### src/rtl/nvdla_rwsp_rd_seq.sv
// Burst read sequencer for a two-stage registered RAM: issues reads under a
// credit limit and streams returned entries through a small flop FIFO.
module nvdla_rwsp_rd_seq #(
    parameter int DEPTH = 80,
    parameter int AW    = 7,
    parameter int DW    = 256,
    parameter int FD    = 4
) (
    input  logic          nvdla_core_clk,
    input  logic          nvdla_core_rstn,
    input  logic          req_valid,
    output logic          req_ready,
    input  logic [AW-1:0] req_addr,
    input  logic [AW-1:0] req_len,
    output logic [AW-1:0] ram_ra,
    output logic          ram_re,
    output logic          ram_ore,
    input  logic [DW-1:0] ram_dout,
    output logic          dat_valid,
    input  logic          dat_ready,
    output logic [DW-1:0] dat_pd,
    output logic          dat_last,
    output logic          busy
);
    localparam int CW = $clog2(FD + 1);
    localparam int PW = (FD > 1) ? $clog2(FD) : 1;
    localparam logic [AW-1:0] LAST_ADDR = AW'(DEPTH - 1);

    typedef enum logic {IDLE, RUN} state_e;

    state_e        state_q;
    logic [AW-1:0] cur_addr_q, remain_q, ra_q;
    logic [CW-1:0] credit_q, credit_d;
    logic [CW-1:0] fcnt_q, fcnt_d;
    logic [PW-1:0] wp_q, rp_q;
    logic [2:1]    vld_pipe_q, last_pipe_q;
    logic [DW-1:0] mem_q [FD];
    logic [FD-1:0] mlast_q;
    logic          issue, push, pop;

    function automatic logic [PW-1:0] ptr_inc(input logic [PW-1:0] p);
        return (p == PW'(FD - 1)) ? '0 : p + PW'(1);
    endfunction

    // Credit covers FIFO occupancy plus reads still in the RAM pipeline,
    // so a push can never find the FIFO full.
    assign req_ready = (state_q == IDLE);
    assign issue     = (state_q == RUN) && (credit_q < CW'(FD));
    assign push      = vld_pipe_q[2];
    assign pop       = dat_valid && dat_ready;
    assign ram_re    = issue;
    assign ram_ra    = issue ? cur_addr_q : ra_q;
    assign ram_ore   = vld_pipe_q[1];
    assign dat_valid = (fcnt_q != '0);
    assign dat_pd    = mem_q[rp_q];
    assign dat_last  = mlast_q[rp_q];
    assign busy      = (state_q == RUN) || (vld_pipe_q != '0) || dat_valid;

    always_ff @(posedge nvdla_core_clk or negedge nvdla_core_rstn) begin
        if (!nvdla_core_rstn) begin
            state_q    <= IDLE;
            cur_addr_q <= '0;
            remain_q   <= '0;
            ra_q       <= '0;
        end else begin
            case (state_q)
                IDLE: if (req_valid) begin
                    cur_addr_q <= (req_addr >= AW'(DEPTH)) ? '0 : req_addr;
                    remain_q   <= (req_len > LAST_ADDR) ? LAST_ADDR : req_len;
                    state_q    <= RUN;
                end
                RUN: if (issue) begin
                    ra_q       <= cur_addr_q;
                    cur_addr_q <= (cur_addr_q == LAST_ADDR) ? '0 : cur_addr_q + AW'(1);
                    remain_q   <= remain_q - AW'(1);
                    if (remain_q == '0) state_q <= IDLE;
                end
                default: state_q <= IDLE;
            endcase
        end
    end

    always_comb begin
        credit_d = credit_q;
        if (issue && !pop)      credit_d = credit_q + CW'(1);
        else if (!issue && pop) credit_d = credit_q - CW'(1);
        fcnt_d = fcnt_q;
        if (push && !pop)       fcnt_d = fcnt_q + CW'(1);
        else if (!push && pop)  fcnt_d = fcnt_q - CW'(1);
    end

    always_ff @(posedge nvdla_core_clk or negedge nvdla_core_rstn) begin
        if (!nvdla_core_rstn) begin
            credit_q    <= '0;
            fcnt_q      <= '0;
            vld_pipe_q  <= '0;
            last_pipe_q <= '0;
        end else begin
            credit_q    <= credit_d;
            fcnt_q      <= fcnt_d;
            vld_pipe_q  <= {vld_pipe_q[1], issue};
            last_pipe_q <= {last_pipe_q[1], issue && (remain_q == '0)};
        end
    end

    // ram_dout is only meaningful in the stage-2 slot; it is captured there.
    always_ff @(posedge nvdla_core_clk or negedge nvdla_core_rstn) begin
        if (!nvdla_core_rstn) begin
            wp_q    <= '0;
            rp_q    <= '0;
            mlast_q <= '0;
            for (int i = 0; i < FD; i++) mem_q[i] <= '0;
        end else begin
            if (push) begin
                mem_q[wp_q]   <= ram_dout;
                mlast_q[wp_q] <= last_pipe_q[2];
                wp_q          <= ptr_inc(wp_q);
            end
            if (pop) rp_q <= ptr_inc(rp_q);
        end
    end

endmodule
### config.mk
export PLATFORM = sky130hd
export DESIGN_NAME = nvdla_rwsp_rd_seq
export DESIGN_NICKNAME = d
export VERILOG_FILES = /design/src/rtl/nvdla_rwsp_rd_seq.sv
export SDC_FILE = /design/constraint.sdc
export NUM_CORES = 1
export LEC_CHECK = 0
export BUFFER_PORTS_ARGS = -buffer_cell sky130_fd_sc_hd__buf_2
export CORE_ASPECT_RATIO = 2
export CORE_MARGIN = 5
export CORE_UTILIZATION = 53
export DETAILED_ROUTE_END_ITERATION = 12
export GPL_ROUTABILITY_DRIVEN = 0
export PLACE_DENSITY = 0.76
export SETUP_SLACK_MARGIN = 0.2
export SLEW_MARGIN = 30
export SYNTH_ARGS = -nofsm -noshare
export SYNTH_HDL_FRONTEND = slang
export SYNTH_SLANG_ARGS = --single-unit
### constraint.sdc
create_clock -name nvdla_core_clk -period 1.8 [get_ports nvdla_core_clk]
set_input_delay 0.36 -clock nvdla_core_clk [delete_from_list [all_inputs] [get_ports nvdla_core_clk]]
set_output_delay 0.36 -clock nvdla_core_clk [all_outputs]
set_load 0.01 [all_outputs]
==> results of run 1 <==
## final cells by class
type                            instances  area [um^2]
Timing Repair Buffer                 1046         9400
Clock inverter                         49          651
Clock buffer                          125         2640
Sequential cell                      1064        26600
Tap cell                             1162         1450
Antenna cell                           21         52.6
Fill cell                            5496        27400
Multi-Input combinational cell       1435        18500
Inverter                               13         51.3
## final timing paths
kind                            startpoint  cells after the start              to  slack (ps)
hold / removal                  req_len[3]                      3     remain_q[3]          60
setup reg to reg                 fcnt_q[0]                      9       fcnt_q[2]        -270
min in group asynchronous  nvdla_core_rstn                      2      mem_q[399]         290
hold reg to reg             last_pipe_q[1]                      0  last_pipe_q[2]         370
setup / recovery                   rp_q[0]                      5     dat_pd[114]        -940
max in group asynchronous  nvdla_core_rstn                      4      mem_q[989]         710
## registers in the layout, summed over array words and instances, names as in the netlist
name         flops
fcnt_q           3
ra_q             7
credit_q         3
remain_q         7
rp_q             2
wp_q             2
last_pipe_q      2
mlast_q          4
cur_addr_q       7
state_q          1
vld_pipe_q       2
mem_q         1024
## routing by layer
layer | GRT usage [%] | vias up | wire length, um | part of all wire, %
li1 | - | 12000 | - | -
met1 | 32.1 | 15000 | 45700 | 37
met2 | 46.7 | 911 | 65600 | 53
met3 | 6.54 | 223 | 7890 | 6.4
met4 | 8.65 | 0 | 3740 | 3.0
met5 | 0 | - | 0 | 0
## what timing repair did
item	CTS	global route
setup endpoints to repair	1238	1271
endpoints found under the hold margin	1046	0
cloned	5	3
pin swaps	1	0
hold buffers	268	0
setup buffers	9	2
resized for setup	111	79
## kinds of logic after synthesis
family,after synthesis,synth area share [%]
simple gates,77,0.832
mux,1288,37.7
fa+ha+maj,12,0.358
flops,1064,57.7
buf+inv,190,2.55
xor+xnor,9,0.171
compound gates,49,0.710
## per-stage QoR
| stage | utilization (%) | area (um^2) | instances | TNS [ps] |
|---|---|---|---|---|
| floorplan | - | 46400 | 2689 | -332 |
| global placement | 60.1 | 52100 | 4433 | -25540 |
| detailed placement | 60.1 | 52100 | 4433 | -33910 |
| CTS | 67.9 | 58800 | 4889 | -247600 |
| global route | 68.4 | 59300 | 4910 | -274270 |
| finish | 68.4 | 59300 | 4915 | -222760 |
## power by group through the flow
stage	combinational (W)	sequential, W	clock (W)
floorplan	0.0367	0.0404	0
global placement	0.0527	0.0419	0
detailed placement	0.0545	0.0433	0
CTS	0.0583	0.0430	0.0219
global route	0.0636	0.0444	0.0229
finish	0.0600	0.0432	0.0214
## worst register-to-register path, delay by kind of cell (launching register included)
| family | cells | cell delay, ps |
|---|---|---|
| simple gates | 3 | 610 |
| fa+ha+maj | 2 | 470 |
| flops | 1 | 390 |
| xor+xnor | 2 | 340 |
| buf+inv | 2 | 200 |
## cell usage in the layout (no fill, tap or decap), drive strengths merged, types with 12 or more instances in the layout
cell type,count
mux2,1031
o21ai,22
nand2,35
dlygate4sd3,268
bufinv,12
clkinv,24
clkbuf,127
buf,776
diode,21
inv,21
mux4,257
dfrtp,1064
==> run_results.csv, run 1 <==
group,metric,value,unit
yosys,synthFlopType,"dfrtp_1",
worst_setup_path,crit_buf_inv,4,
timing,rsz0062_at_grt,"yes",
routing,wl_per_cell,25.0,um
floorplanning,die_area,93500,um^2
yosys,ys_warn_count,0,
cts,cts_buffers,93,
power,p_int,0.0832,W
timing,fin_crit_sh,152,%
worst_setup_path,max_stage_delay,550,ps
floorplanning,start_util,53.2,%
timing,slew_headroom,57.3,%
cts,cts.reportedPaths.clkPinSlew,70,ps
global_route,grt_max_degree,63,
cts,worstSkewPairLatency,690,ps
layout,layout.nets,3939,
yosys,syn_nets,2975,
flow_run,cap_viol_max_count,0,
worst_setup_path,cp.required,1440,ps
yosys,synth_top_area_share,57.7,%
timing,tightest_slew,640,ps
timing,fmax,0.365,GHz
routing,ant_nets,0,
worst_setup_path,slowest_stage,"mux4_2",
power,power_frac_seq,34.6,%
global_route,antenna_found_initial,17,
cts,clockRootBuffer,"clkbuf_16",
power,power.share.switching,33.2,%
cts,clock-sinks,1064,
yosys,synth-seq-cells,1064,
worst_setup_path,path_max_fanout,8,
power,switchingPower,0.0414,W
global_route,grt_pass1_wl,193000,um
floorplanning,io_pins,543,
cts,clock_path_buffers,3,
power,combPwrFrac,48.2,%
timing,hold_ws,60.8,ps
layout,drive_gt1_share,58.0,%
routing,wirelength,123000,um
status,violations,"setup timing",
routing,drt-pass1-iter-count,5,
power,power.total,0.125,W
yosys,syn_area,46200,um^2
worst_setup_path,path_class,"reg -> out",
place,dp_hpwl,84600,um
power,power_density,2100,nW/um^2
cts,cts_tree,"yes",
routing,num_vias,28200,
worst_setup_path,crit_arrival,2380,ps
floorplanning,fp.coreArea,86700,um^2
yosys,synthTopCellsByCount,"1064 x dfrtp_1, 951 x mux2_2, 257 x mux4_2, 121 x buf_2, 80 x mux2_1",
place,dp_slack,-233,ps
worst_setup_path,endpoint_kind,"output port",
timing,setup_violations,446,
hold_path,min_path_type,"in -> reg",
global_route,grt_usage,26.5,%
floorplanning,die_y,427,um
yosys,synth_top_area_cell,"dfrtp_1",
layout,area_delta_synth_final,28.5,%
timing,report.final.slew_viol_count,0,
timing,finalHoldViolations,0,
yosys,seq_area_frac_synth,57.7,%
floorplanning,num_rows,153,
global_route,gr-total-overflow,0,
power,clkPwrFrac,17.2,%
worst_setup_path,crit_family,"buffers and inverters",
yosys,async_reset_ff_share,100,%
yosys,synth_area_leaders,"dfrtp_1 58%, mux2_2 23%, mux4_2 13%",
yosys,avgSynthCellArea,17.2,um^2
routing,drc,0,
status,outcome,"finished with violations",
routing,drt-initial-drc-count,1618,
timing,skew,17.6,ps
routing,via_per_inst,5.74,
yosys,ys_types,53,
yosys,synth_most_common_cell,"dfrtp_1",
power,peakVddDrop,1.48,mV
power,p_leak,25.6,nW
place,port_buffers,542,
worst_setup_path,cp-start-kind,"register",
timing,period_minus_slack,2740,ps
worst_setup_path,critical_path.most_common_cell,"buf_12",
floorplanning,die_x,219,um
cts,htreeDepth,3,
yosys,syn_inst,2689,
yosys,synth_edf_count,0,
global_route,first_global_vias,33000,
worst_setup_path,path_cells,"buf_12, buf_12, buf_16, mux4_2, buf_6",
timing,fin_ws,-940,ps
Power figures use the tool's default switching activity.
==> inputs of run 2 (changes only) <==
--- a/config.mk
+++ b/config.mk
@@ -7,7 +7,7 @@
 export LEC_CHECK = 0
 export BUFFER_PORTS_ARGS = -buffer_cell sky130_fd_sc_hd__buf_2
 export CORE_ASPECT_RATIO = 2
-export CORE_MARGIN = 5
+export CORE_MARGIN = 2
 export CORE_UTILIZATION = 53
 export DETAILED_ROUTE_END_ITERATION = 12
 export GPL_ROUTABILITY_DRIVEN = 0
==> constraint.sdc (replaced) <==
create_clock -name nvdla_core_clk -period 1.8 [get_ports nvdla_core_clk]
set_input_delay 0 -clock nvdla_core_clk [delete_from_list [all_inputs] [get_ports nvdla_core_clk]]
set_output_delay 0 -clock nvdla_core_clk [all_outputs]
set_load 0.01 [all_outputs]
==> run 2 against run 1 <==
  * Setup slack better by 370 ps
  * Critical path type unchanged
  * Combinational power is 1% higher
  * First-iteration DRC count is 4.6% higher
  * The flow still finishes with violations (setup timing)
  * Critical endpoint is now dat_pd[66]
  * Final cell count is 0.12% higher
  * Cell area is 1.1% higher
  * Non-clock buffer count is 17 higher
  * Maximum frequency is 16% higher
  * Sequential power hardly changed
  * Routed wire length is 1.3% lower
  * Worst hold slack worse by 8.8 ps
  * Largest power group unchanged
  * Via count hardly changed
  * Highest routed layer is now met5
  * Critical path depth is 1 lower
==> run_results.csv, run 2 (synthesis gave the netlist of run 1 again) <==
group,metric,value,unit
power,power_density,2080,nW/um^2
worst_setup_path,crit_arrival,2370,ps
routing,wl_per_cell,24.6,um
timing,period_minus_slack,2370,ps
floorplanning,die_area,89600,um^2
global_route,grt_pass1_wl,178000,um
timing,fin_ws,-568,ps
place,dp_slack,-96.8,ps
routing,wirelength,121000,um
timing,tightest_slew,502,ps
worst_setup_path,cp-start-kind,"register",
layout,largest_register_ff_count,1024,
flow_run,cap_viol_max_count,0,
layout,top_register,"mem_q",
routing,drc,0,
floorplanning,start_util,53.3,%
timing,fmax,0.422,GHz
cts,cts.reportedPaths.clkPinSlew,70,ps
global_route,gr-total-overflow,0,
worst_setup_path,critical_path.most_common_cell,"buf_12",
worst_setup_path,path_class,"reg -> out",
layout,layout_common_cells,"1057 x dfrtp_1, 859 x mux2_2, 488 x buf_2",
timing,report.final.slew_viol_count,0,
layout,multiInputGateArea,19000,um^2
cts,htreeDepth,3,
global_route,grt_usage,25.6,%
timing,fin_crit_sh,132,%
floorplanning,fp.coreArea,86500,um^2
worst_setup_path,max_stage_delay,550,ps
cts,cts_buffers,92,
timing,slew_headroom,66.6,%
layout,fin_cells,4921,
worst_setup_path,cp.required,1800,ps
cts,cts_tree,"yes",
global_route,antenna_found_initial,23,
routing,drt-pass1-iter-count,5,
worst_setup_path,slowest_stage,"mux4_2",
layout,num-fill-cells,5452,
cts,clock-sinks,1064,
routing,via_per_inst,5.73,
place,dp_hpwl,74400,um
floorplanning,num_rows,153,
routing,num_vias,28200,
place,port_buffers,542,
global_route,grt_max_degree,92,
worst_setup_path,path_max_fanout,18,
status,outcome,"finished with violations",
floorplanning,die_x,213,um
worst_setup_path,endpoint_kind,"output port",
timing,skew,18.1,ps
power,peakVddDrop,1.56,mV
floorplanning,die_y,421,um
status,violations,"setup timing",
hold_path,min_path_type,"in -> async",
global_route,first_global_vias,31200,
worst_setup_path,ff2ff_path_depth,7,
timing,finalHoldViolations,0,
worst_setup_path,rrSetupSlack,-250,ps
layout,area_delta_synth_final,30.0,%
cts,clock_path_buffers,3,
timing,setup_violations,302,
routing,ant_nets,0,
layout,seq_area,26600,um^2
layout,layout_commonest_cell,"dfrtp_1",
floorplanning,io_pins,543,
layout,drive_gt1_share,58.9,%
layout,layout.nets,3956,
power,p_leak,26.3,nW
worst_setup_path,path_cells,"buf_12, buf_12, mux4_2, buf_2",
power,power.total,0.125,W
routing,drt-initial-drc-count,1692,
place,place_inst,4393,
cts,worstSkewPairLatency,720,ps
cts,clockRootBuffer,"clkbuf_16",
worst_setup_path,reg2reg_to,"fcnt_q[1]",
timing,rsz0062_at_grt,"yes",
worst_setup_path,timing.rr.start,"fcnt_q[0]",
-- run 2: changes by cell type in the layout (fill, tap and decap cells not counted), sizes merged --
cell,delta
dlygate4sd3,+6
buf,-12
bufinv,+2
clkinv,-4
inv,-5
nand2,+1
clkbuf,+23
diode,-5
-- run 2: area by class of cell --
type	count	share of cell area [%]
antenna	16	0.0667
clock buffer	125	4.33
clock inverter	42	1.10
inverter	13	0.0939
multi-input combinational	1436	31.7
sequential	1064	44.4
tap	1162	2.42
timing repair buffer	1063	15.9
-- run 2: worst max-delay path by stage --
stage          slack, ps  startpoint           to
2_1_floorplan       -100   fcnt_q[0]    fcnt_q[2]
3_3_place_gp        -110   fcnt_q[2]    fcnt_q[2]
3_5_place_dp        -100   fcnt_q[2]  credit_q[2]
4_1_cts             -640     rp_q[0]   dat_pd[95]
5_1_grt             -620     rp_q[0]   dat_pd[93]
6_report            -570     rp_q[0]   dat_pd[66]
-- run 2: critical path, delay by kind of cell (launching register included) --
family / cells / cell delay, ps
mux: 1 / 550
flops: 1 / 470
buf+inv: 3 / 580
-- run 2: repair_timing --
action | in CTS | in global routing
pin swaps | 0 | 21
endpoints found under the setup margin | 1221 | 1294
hold endpoints to repair | 2111 | 0
cloned | 2 | 32
setup buffers | 4 | 32
hold buffers | 275 | 0
resized for setup | 47 | 238
-- run 2: routing by layer --
metal,wire length [um],vias to the layer above,global-route usage (%)
li1,-,12000,-
met1,47600,15000,32.6
met2,60500,945,42.7
met3,9680,213,7.65
met4,3360,18,6.98
met5,133,-,0
-- run 2: through the flow --
step	hold WS (ps)	setup TNS [ps]	utilization, %	instance area [um^2]
after floorplan	-296	-332	-	46200
after global placement	-67.1	-205	59.7	51600
after detailed placement	-61.9	-1340	59.7	51600
after CTS	5.34	-150550	67.0	58000
after global routing	54.3	-146220	69.3	60000
final	52.0	-128770	69.3	60000
-- run 2: report_power, final --
group | switching (W) | leakage [nW] | internal [W] | total (W)
clock | 0.00930 | 1.59 | 0.0122 | 0.0215
sequential | 0.00646 | 12.4 | 0.0364 | 0.0429
combinational | 0.0257 | 12.3 | 0.0348 | 0.0606
total | 0.0415 | 26.3 | 0.0835 | 0.125
